===== config.mk =====
export PLATFORM = sky130hd
export DESIGN_NAME = fetch_unit
export DESIGN_NICKNAME = d
export VERILOG_FILES = /design/src/rtl/params_pkg.sv /design/src/rtl/fetch_fifo.sv /design/src/rtl/fetch_unit.sv
export SDC_FILE = /design/constraint.sdc
export NUM_CORES = 1
export LEC_CHECK = 0
export ABC_CLOCK_PERIOD_IN_PS = 7650
export CAP_MARGIN = 25
export CORE_UTILIZATION = 59
export DETAILED_ROUTE_END_ITERATION = 6
export DONT_BUFFER_PORTS = 1
export GPL_TIMING_DRIVEN = 0
export PLACE_DENSITY_LB_ADDON = 0.25
export SKIP_LAST_GASP = 1
export SLEW_MARGIN = 30
export SYNTH_ARGS = -nofsm -noshare
export SYNTH_HDL_FRONTEND = slang
export SYNTH_SLANG_ARGS = --single-unit

===== constraint.sdc =====
create_clock -name clk_i -period 7.65 [get_ports clk_i]
set_input_delay 0.765 -clock clk_i [delete_from_list [all_inputs] [get_ports clk_i]]
set_output_delay 0.765 -clock clk_i [all_outputs]
set_load 0.005 [all_outputs]

===== src/rtl/params_pkg.sv =====
// Shared sizing defaults for the fetch path, plus a helper for occupancy-counter widths.
package params_pkg;

    localparam int ADDR_WIDTH = 8;
    localparam int MEM_SIZE   = 256;
    localparam int FQ_DEPTH   = 4;
    localparam int RESET_PC   = 0;

    // Bits needed to hold a count from 0 to depth inclusive.
    function automatic int cnt_width(input int depth);
        return $clog2(depth + 1);
    endfunction

endpackage


===== src/rtl/fetch_fifo.sv =====
// Synchronous FIFO with flush; read data is the current head, valid whenever empty_o is low.
module fetch_fifo
    import params_pkg::*;
#(
    parameter int WIDTH = 8,
    parameter int DEPTH = 4
) (
    input  logic                          clk_i,
    input  logic                          rst_i,
    input  logic                          flush_i,
    input  logic                          push_i,
    input  logic                          pop_i,
    input  logic [WIDTH-1:0]              data_i,
    output logic [WIDTH-1:0]              data_o,
    output logic                          full_o,
    output logic                          empty_o,
    output logic [cnt_width(DEPTH)-1:0]   count_o
);

    localparam int PW = (DEPTH > 1) ? $clog2(DEPTH) : 1;
    localparam int CW = cnt_width(DEPTH);

    logic [WIDTH-1:0] mem [DEPTH];
    logic [PW-1:0]    wr_ptr;
    logic [PW-1:0]    rd_ptr;
    logic [CW-1:0]    count;
    logic             do_push;
    logic             do_pop;

    function automatic logic [PW-1:0] ptr_inc(input logic [PW-1:0] p);
        return (p == PW'(DEPTH - 1)) ? '0 : p + PW'(1);
    endfunction

    assign full_o  = (count == CW'(DEPTH));
    assign empty_o = (count == '0);
    assign count_o = count;
    assign data_o  = mem[rd_ptr];
    assign do_pop  = pop_i && !empty_o;
    assign do_push = push_i && (!full_o || do_pop);

    // NOTE: sequential state uses non-blocking assignments so every register samples pre-edge values.
    always_ff @(posedge clk_i) begin
        if (rst_i || flush_i) begin
            wr_ptr <= '0;
            rd_ptr <= '0;
            count  <= '0;
        end else begin
            if (do_push) wr_ptr <= ptr_inc(wr_ptr);
            if (do_pop)  rd_ptr <= ptr_inc(rd_ptr);
            count <= count + CW'(do_push) - CW'(do_pop);
        end
    end

    // NOTE: storage is deliberately not reset; the pointers and count alone define what is valid.
    always_ff @(posedge clk_i) begin
        if (do_push && !flush_i) mem[wr_ptr] <= data_i;
    end

    a_no_overflow:  assert property (@(posedge clk_i) disable iff (rst_i) !(push_i && full_o && !pop_i));
    a_no_underflow: assert property (@(posedge clk_i) disable iff (rst_i) !(pop_i && empty_o));

endmodule


===== src/rtl/fetch_unit.sv =====
// Sequential fetch stage: owns the fetch PC, issues credited memory requests, buffers
// responses for decode and discards responses that were in flight across a redirect.
module fetch_unit
    import params_pkg::*;
#(
    parameter int ADDR_WIDTH  = params_pkg::ADDR_WIDTH,
    parameter int INSTR_WIDTH = 32,
    parameter int MEM_SIZE    = params_pkg::MEM_SIZE,
    parameter int FQ_DEPTH    = params_pkg::FQ_DEPTH,
    parameter int RESET_PC    = params_pkg::RESET_PC
) (
    input  logic                   clk_i,
    input  logic                   rst_i,
    input  logic                   alu_branch_taken_i,
    input  logic [ADDR_WIDTH-1:0]  pc_branch_offset_i,
    input  logic                   is_jump_i,
    input  logic [ADDR_WIDTH-1:0]  jump_address_i,
    output logic                   imem_req_valid_o,
    input  logic                   imem_req_ready_i,
    output logic [ADDR_WIDTH-1:0]  imem_req_addr_o,
    input  logic                   imem_rsp_valid_i,
    input  logic [INSTR_WIDTH-1:0] imem_rsp_data_i,
    output logic                   instr_valid_o,
    input  logic                   instr_ready_i,
    output logic [INSTR_WIDTH-1:0] instr_o,
    output logic [ADDR_WIDTH-1:0]  instr_pc_o
);

    localparam int CW = cnt_width(FQ_DEPTH);
    localparam int QW = ADDR_WIDTH + INSTR_WIDTH;
    localparam logic [CW:0]           CREDIT_LIM = (CW + 1)'(FQ_DEPTH);
    localparam logic [ADDR_WIDTH-1:0] PC_LAST    = ADDR_WIDTH'(MEM_SIZE - 1);
    localparam logic [ADDR_WIDTH-1:0] PC_RESET   = ADDR_WIDTH'(RESET_PC);

    logic [ADDR_WIDTH-1:0] fetch_pc, fetch_pc_next, target;
    logic [CW-1:0]         live_cnt, live_cnt_next;
    logic [CW-1:0]         drop_cnt, drop_cnt_next;
    logic [CW-1:0]         fq_count, pcq_count;
    logic                  redirect, req_fire, rsp_live, pop;
    logic                  fq_full, fq_empty, pcq_full, pcq_empty;
    logic [QW-1:0]         fq_rdata;
    logic [ADDR_WIDTH-1:0] pcq_head;

    assign redirect = is_jump_i | alu_branch_taken_i;
    assign target   = ADDR_WIDTH'(32'(is_jump_i ? jump_address_i : pc_branch_offset_i) % 32'(MEM_SIZE));

    // Credits come from registered counts only, so a same-cycle pop or response never frees a slot early.
    assign imem_req_valid_o = !redirect
                           && (({1'b0, fq_count} + {1'b0, live_cnt}) < CREDIT_LIM)
                           && (({1'b0, live_cnt} + {1'b0, drop_cnt}) < CREDIT_LIM);
    assign imem_req_addr_o  = fetch_pc;
    assign req_fire         = imem_req_valid_o && imem_req_ready_i;
    assign rsp_live         = imem_rsp_valid_i && (drop_cnt == '0) && !redirect;

    assign instr_valid_o = !fq_empty && !redirect;
    assign pop           = instr_valid_o && instr_ready_i;
    assign instr_o       = fq_empty ? '0 : fq_rdata[INSTR_WIDTH-1:0];
    assign instr_pc_o    = fq_empty ? '0 : fq_rdata[QW-1 -: ADDR_WIDTH];

    // NOTE: every output of this block gets a default first so no path can infer a latch.
    always_comb begin
        fetch_pc_next = fetch_pc;
        live_cnt_next = live_cnt;
        drop_cnt_next = drop_cnt;
        if (redirect) begin
            fetch_pc_next = target;
            live_cnt_next = '0;
            // An arriving response is the oldest in flight, so it retires one of the accumulated drops.
            drop_cnt_next = drop_cnt + live_cnt - CW'(imem_rsp_valid_i);
        end else begin
            if (req_fire) begin
                fetch_pc_next = (fetch_pc == PC_LAST) ? '0 : fetch_pc + ADDR_WIDTH'(1);
            end
            live_cnt_next = live_cnt + CW'(req_fire) - CW'(rsp_live);
            if (imem_rsp_valid_i && (drop_cnt != '0)) begin
                drop_cnt_next = drop_cnt - CW'(1);
            end
        end
    end

    always_ff @(posedge clk_i) begin
        if (rst_i) begin
            fetch_pc <= PC_RESET;
            live_cnt <= '0;
            drop_cnt <= '0;
        end else begin
            fetch_pc <= fetch_pc_next;
            live_cnt <= live_cnt_next;
            drop_cnt <= drop_cnt_next;
        end
    end

    fetch_fifo #(
        .WIDTH (ADDR_WIDTH),
        .DEPTH (FQ_DEPTH)
    ) u_pc_fifo (
        .clk_i   (clk_i),
        .rst_i   (rst_i),
        .flush_i (redirect),
        .push_i  (req_fire),
        .pop_i   (rsp_live),
        .data_i  (fetch_pc),
        .data_o  (pcq_head),
        .full_o  (pcq_full),
        .empty_o (pcq_empty),
        .count_o (pcq_count)
    );

    fetch_fifo #(
        .WIDTH (QW),
        .DEPTH (FQ_DEPTH)
    ) u_fetch_queue (
        .clk_i   (clk_i),
        .rst_i   (rst_i),
        .flush_i (redirect),
        .push_i  (rsp_live),
        .pop_i   (pop),
        .data_i  ({pcq_head, imem_rsp_data_i}),
        .data_o  (fq_rdata),
        .full_o  (fq_full),
        .empty_o (fq_empty),
        .count_o (fq_count)
    );

    a_no_orphan_rsp:   assert property (@(posedge clk_i) disable iff (rst_i)
                           !(imem_rsp_valid_i && (live_cnt == '0) && (drop_cnt == '0)));
    a_pcq_has_head:    assert property (@(posedge clk_i) disable iff (rst_i) !(rsp_live && pcq_empty));
    a_pcq_tracks_live: assert property (@(posedge clk_i) disable iff (rst_i) pcq_count == live_cnt);
    a_pcq_credit:      assert property (@(posedge clk_i) disable iff (rst_i) !(req_fire && pcq_full));
    a_fq_credit:       assert property (@(posedge clk_i) disable iff (rst_i) !(rsp_live && fq_full && !pop));

endmodule


# After elaboration in Yosys (flattened, before gate mapping)
# Memories as Yosys holds them, arrays and structs flattened. A register that Yosys moved wholly into a read port is not among the register bits.
# Index checks and enable logic that the tools add are counted.
# op_classes
add_sub_neg,16
n_lt_le_gt_ge,2
n_eq_ne,7
muxes,20
bitwise_logic,1
reduce_logical,29
# op_table
cell,n
2-to-1 mux 8 bit,5
2-to-1 mux 32 bit,1
2-to-1 mux 2 bit,8
logical AND 1 bit,14
subtractor 3 x 1 -> 3 bit,4
adder 3 x 1 -> 3 bit,3
zero test 3 bit,3
adder 2 x 1 -> 2 bit (second input constant),4
adder 3 x 3 -> 4 bit,2
adder 8 x 1 -> 8 bit (second input constant),1
equality test 2 bit (second input constant),4
equality test 8 bit (second input constant),1
< comparator 4 x 3 -> 1 bit (second input constant),2
equality test 3 bit (second input constant),2
2-to-1 mux 3 bit,2
zero test 1 bit,5
2-to-1 mux 1 bit,4
nonzero test 2 bit,2
adder 3 bit,1
logical OR 1 bit,3
nonzero test 3 bit,1
subtractor 3 x 1 -> 3 bit (second input constant),1
OR reduction 2 bit,1
OR 1 bit,1
# totals
regBits,28
ram_bits,192
input_bits,55
output_inout_bits,50
word_cells,86
memories,2
# memory_table
memory,words,width,read_ports,rd_clocked_by_memory_dff,wr,line_no,source
u_fetch_queue.mem,4,40,1,1,1,fetch_fifo.sv:23,logic [WIDTH-1:0] mem [DEPTH];
u_pc_fifo.mem,4,8,1,1,1,fetch_fifo.sv:23,

# Depth between registers and ports, before layout
# logic_depth
ltp_word,10
depth_mapped,13
depth_no_buf,13

# By module
# A second synthesis with hierarchy kept.
# unflattened
hier_cells,540
hier_area_um2,9323.9
# modules_own_cells
module,instances,cells_each,area_per_inst_um2,seq_area_each_um2
fetch_fifo at u_fetch_queue,1,260,6239.7,4984.8
fetch_fifo at u_pc_fifo,1,93,1640.3,1141.1
fetch_unit,1,187,1443.9,280.3

# Least setup slack after synthesis
# No wires, ideal clock.
# synth_path
path_kind,input -> register
from,in is_jump_i
to,mem u_fetch_queue.mem[3][0] (netlist bit) (enable)
arrival_ps,2556
path_slack_ps,4693
cell_stages,4
path_buffers,1
cell_sequence,or2_1 buf_2 a311oi_4 and2_1
# synth_between
elab_chain_len,10
elab_cells_between_ends,11
classes_between,2 x mux; 1 x bitwise; 8 x reduce/logical
# synth_lines
item,line_no,source
start: declaration,fetch_unit.sv:16,"input logic is_jump_i,"
OR 1 bit (*),fetch_unit.sv:44,assign redirect = is_jump_i | alu_branch_taken_i;
zero test 1 bit (*),"fetch_fifo.sv:56, fetch_unit.sv:53, fetch_unit.sv:55",
logical AND 1 bit,fetch_unit.sv:55,assign instr_valid_o = !fq_empty && !redirect;
logical AND 1 bit,fetch_unit.sv:56,assign pop = instr_valid_o && instr_ready_i;
logical AND 1 bit,fetch_fifo.sv:38,assign do_pop = pop_i && !empty_o;
logical OR 1 bit,fetch_fifo.sv:39,assign do_push = push_i && (!full_o || do_pop);
logical AND 1 bit,fetch_fifo.sv:39,
logical AND 1 bit (*),fetch_fifo.sv:56,if (do_push && !flush_i) mem[wr_ptr] <= data_i;
2-to-1 mux 1 bit (*),fetch_fifo.sv:56,
2-to-1 mux 1 bit (implied by the code) (*),fetch_fifo.sv:56,
end: declaration,fetch_fifo.sv:23,
# Mark *: on every way between the ends. The rest lies on a longest branch, timed or not.

# Worst setup path after layout
# layout_path
from,reg u_fetch_queue.count[2] (netlist: u_fetch_queue.count_o[2])
to,out instr_o[28]
# layout_between
elab_chain_len,2
# layout_lines
item,line_no,source
start: declaration,fetch_fifo.sv:26,logic [CW-1:0] count;
start signal: assignment,fetch_fifo.sv:50,count <= count + CW'(do_push) - CW'(do_pop);
zero test 3 bit,fetch_fifo.sv:35,assign empty_o = (count == '0);
2-to-1 mux 32 bit,fetch_unit.sv:57,assign instr_o = fq_empty ? '0 : fq_rdata[INSTR_WIDTH-1:0];
end: declaration,fetch_unit.sv:25,"output logic [INSTR_WIDTH-1:0] instr_o,"
# Every way passes these cells.

==> results.cfg <==
[status]
status = complete, no violations

[grt]
track_usage_pct = 19.8
grt_pass1_vias = 4719
grt_overflow = 0
grt_pass1_wl_um = 24500
grt_start_max_net_pins = 41
antenna_found_initial = 0

[timing]
relSlewSlack_pct = 33.8
rsz0062_at_grt = no
report.final.slew_viol_count = 0
post-route-period-util_pct = 40.3
period_needed_ns = 3.09
setup_violations = 0
final.setup_skew_ns = 0.00708
hold_viol = 0
setup_tns_ns = 0
worst_slew_pin_slew_ns = 0.986
fmax_mhz = 324

[layout]
syn2layout_area_growth_pct = 10.2
layout.nets = 637
diodes = 0
postLayoutCoreUtil_pct = 66.7
drive_gt1_share_pct = 18.0

[routing]
vias = 4570
detail_route.first_pass.iterations = 5
drtIter0Drc = 261
wirelength_um = 15500
avgViaCountPerCell = 5.87
avgRoutedWirePerCell_um = 19.9
drtAntennaViolNets = 0
drc = 0

[die]
initial_core_util_pct = 60.5
die_area_sq_um = 16200
die_w_um = 127
die_h_um = 127
coreArea_sq_um = 15300
row_count = 45
io_pins = 105

[place]
dp_hpwl_um = 10100
port_buffers = 0
place_congestion = 0.776

[setup_path]
cp_slowest_stage_delay_ns = 0.81
crit_fanout = 10
arrival_ns = 2.32
crit_type = flop to output pin
worstPathCellList = nor3_1, clkbuf_1, nor2b_1
cp.required_ns = 6.88
cp_slowest_cell = nor3_1
startpoint_type = flop
critPathCaptureType = output pin

[clock_network]
post_cts.repair.setup_buffers = 0
clock_latency_ns = 0.49
cts_tree = yes
cts_resized = 0
cts.reportedPaths.clkPinSlew_ns = 0.06
numClockSinks = 224
cts_max_level = 1
ctsHoldBuffers = 0
numCtsBuffers = 22
root_buffer = clkbuf_16
clockBufferDepth = 3

[yosys]
synth_cell_types = 48
netlist.area_leader.share_pct = 62.4
synth.net_count = 613
netlist_instances = 528
synth_area_sq_um = 9240
synth_top_cell_by_area = edfxtp_1
syn_area_per_cell_sq_um = 17.5
yosysSeqAreaShare_pct = 69.3
synth-seq-cells = 224
ys_warn_count = 0
synth.area.top_cells = edfxtp_1 (62%), mux4_2 (12%), dfxtp_1 (6.9%), ha_1 (3.5%), nor2b_1 (2.7%)

[worst_hold_path]
hold_path.class = input pin to flop

[power]
leakagePower_uw = 0.00327
powerDensity_nw_per_um2 = 240
ir_worst_vdd_v = 0.000165

[flow_run]
max-cap-violations = 0
==> synth_stat cells (all sizes together) <==
library cell,instances
a211oi,6
a21boi,1
a21oi,14
a22oi,1
a311oi,1
a31oi,2
and2,13
and4,2
buf,10
clkbuf,13
dfxtp,32
edfxtp,192
fa,4
ha,26
inv,22
mux2i,7
mux4,48
nand2,13
nand2b,1
nand3,10
nand3b,2
nor2,30
nor2b,40
nor3,5
nor3b,2
nor4,1
o2111a,2
o2111ai,2
o21ai,5
o221a,1
o22ai,2
o311ai,1
o31a,1
o31ai,2
or2,1
or3,1
xnor2,8
xor2,4
==> metrics by stage <==
| stage | hold slack [ns] | cell area [sq um] | power [uW] | cells | setup WS [ns] |
|---|---|---|---|---|---|
| floorplan | 0.492 | 9240 | 1460 | 528 | 4.69 |
| global placement | 0.513 | 9500 | 1480 | 739 | 3.88 |
| detailed placement | 0.540 | 9510 | 1480 | 739 | 4.59 |
| CTS | 0.359 | 10200 | 2450 | 779 | 4.51 |
| global route | 0.349 | 10200 | 2520 | 779 | 4.41 |
| finish | 0.369 | 10200 | 2440 | 779 | 4.56 |
==> layer usage <==
| metal | up-vias | GRT usage, % | part of all wire (%) |
|---|---|---|---|
| li1 | 2076 | - | - |
| met1 | 2317 | 25.1 | 41 |
| met2 | 158 | 34.8 | 51 |
| met3 | 19 | 4.65 | 7.3 |
| met4 | 0 | 4.97 | 1.1 |
| met5 | - | 0 | 0 |
==> state kept, by name, summed over array words and instances (netlist names), named ones only <==
signal                 cells
u_pc_fifo.mem             32
u_fetch_queue.wr_ptr       2
u_pc_fifo.rd_ptr           2
u_pc_fifo.wr_ptr           2
imem_req_addr_o            8
drop_cnt                   3
u_fetch_queue.count_o      3
u_fetch_queue.mem        160
live_cnt                   3
u_fetch_queue.rd_ptr       2
u_pc_fifo.count_o          3
==> placed cells by master (no fill, tap or decap), drive strengths merged, types with 2 or more instances in the layout <==
master	instances
dfxtp	32
nand2	13
and2	13
buf	10
fa	4
a211oi	6
xnor2	8
nor2b	40
mux2i	7
nand3b	2
mux4	48
a21oi	14
clkinv	7
inv	22
nor2	30
edfxtp	192
a31oi	2
o21ai	5
o2111ai	2
nor3b	2
clkbuf	45
xor2	4
o22ai	2
nand3	10
o2111a	2
ha	26
and4	2
o31ai	2
nor3	5
==> area by class of cell <==
class                      instances  area (sq um)
sequential                       224          6410
fill                            1008          5080
multi-input combinational        259          2660
clock buffer                      32           629
tap                              211           264
buffer                            23           104
inverter                          22          82.6
clock inverter                     8          38.8
==> where the power goes <==
part,switching [uW],internal (uW)
Sequential,15.1,1340
Combinational,53.7,41.4
Clock,415,570
==> logic make-up (layout without fill, tap and decap cells) <==
logic type | Yosys count | after routing | synth area share [%]
fa+ha+maj | 30 | 30 | 4.39
compound gates | 41 | 41 | 3.35
mux | 55 | 55 | 12.5
xor+xnor | 12 | 12 | 1.14
simple gates | 121 | 121 | 7.31
flops | 224 | 224 | 69.3
buf+inv | 45 | 85 | 2.02
==> worst paths after layout <==
path                                                from                 endpoint  slack [ns]  depth (start not counted)
worst max-delay path            u_fetch_queue.count_o[2]              instr_o[28]        4.56                          3
worst min-delay path                  imem_rsp_data_i[6]  u_fetch_queue.mem[2][6]        0.37                          0
worst max register to register               live_cnt[1]     u_pc_fifo.count_o[2]        4.62                         11
worst min register to register       u_pc_fifo.rd_ptr[1]      u_pc_fifo.rd_ptr[1]        0.55                          2
==> critical path: cells and delay by family (launching register included) <==
family                 cells  cell delay, ns
buffers and inverters      1            0.47
flip-flops                 1            0.37
AND/OR/NAND/NOR            2            0.98
Note: power is estimated with default switching activity, not from simulation.
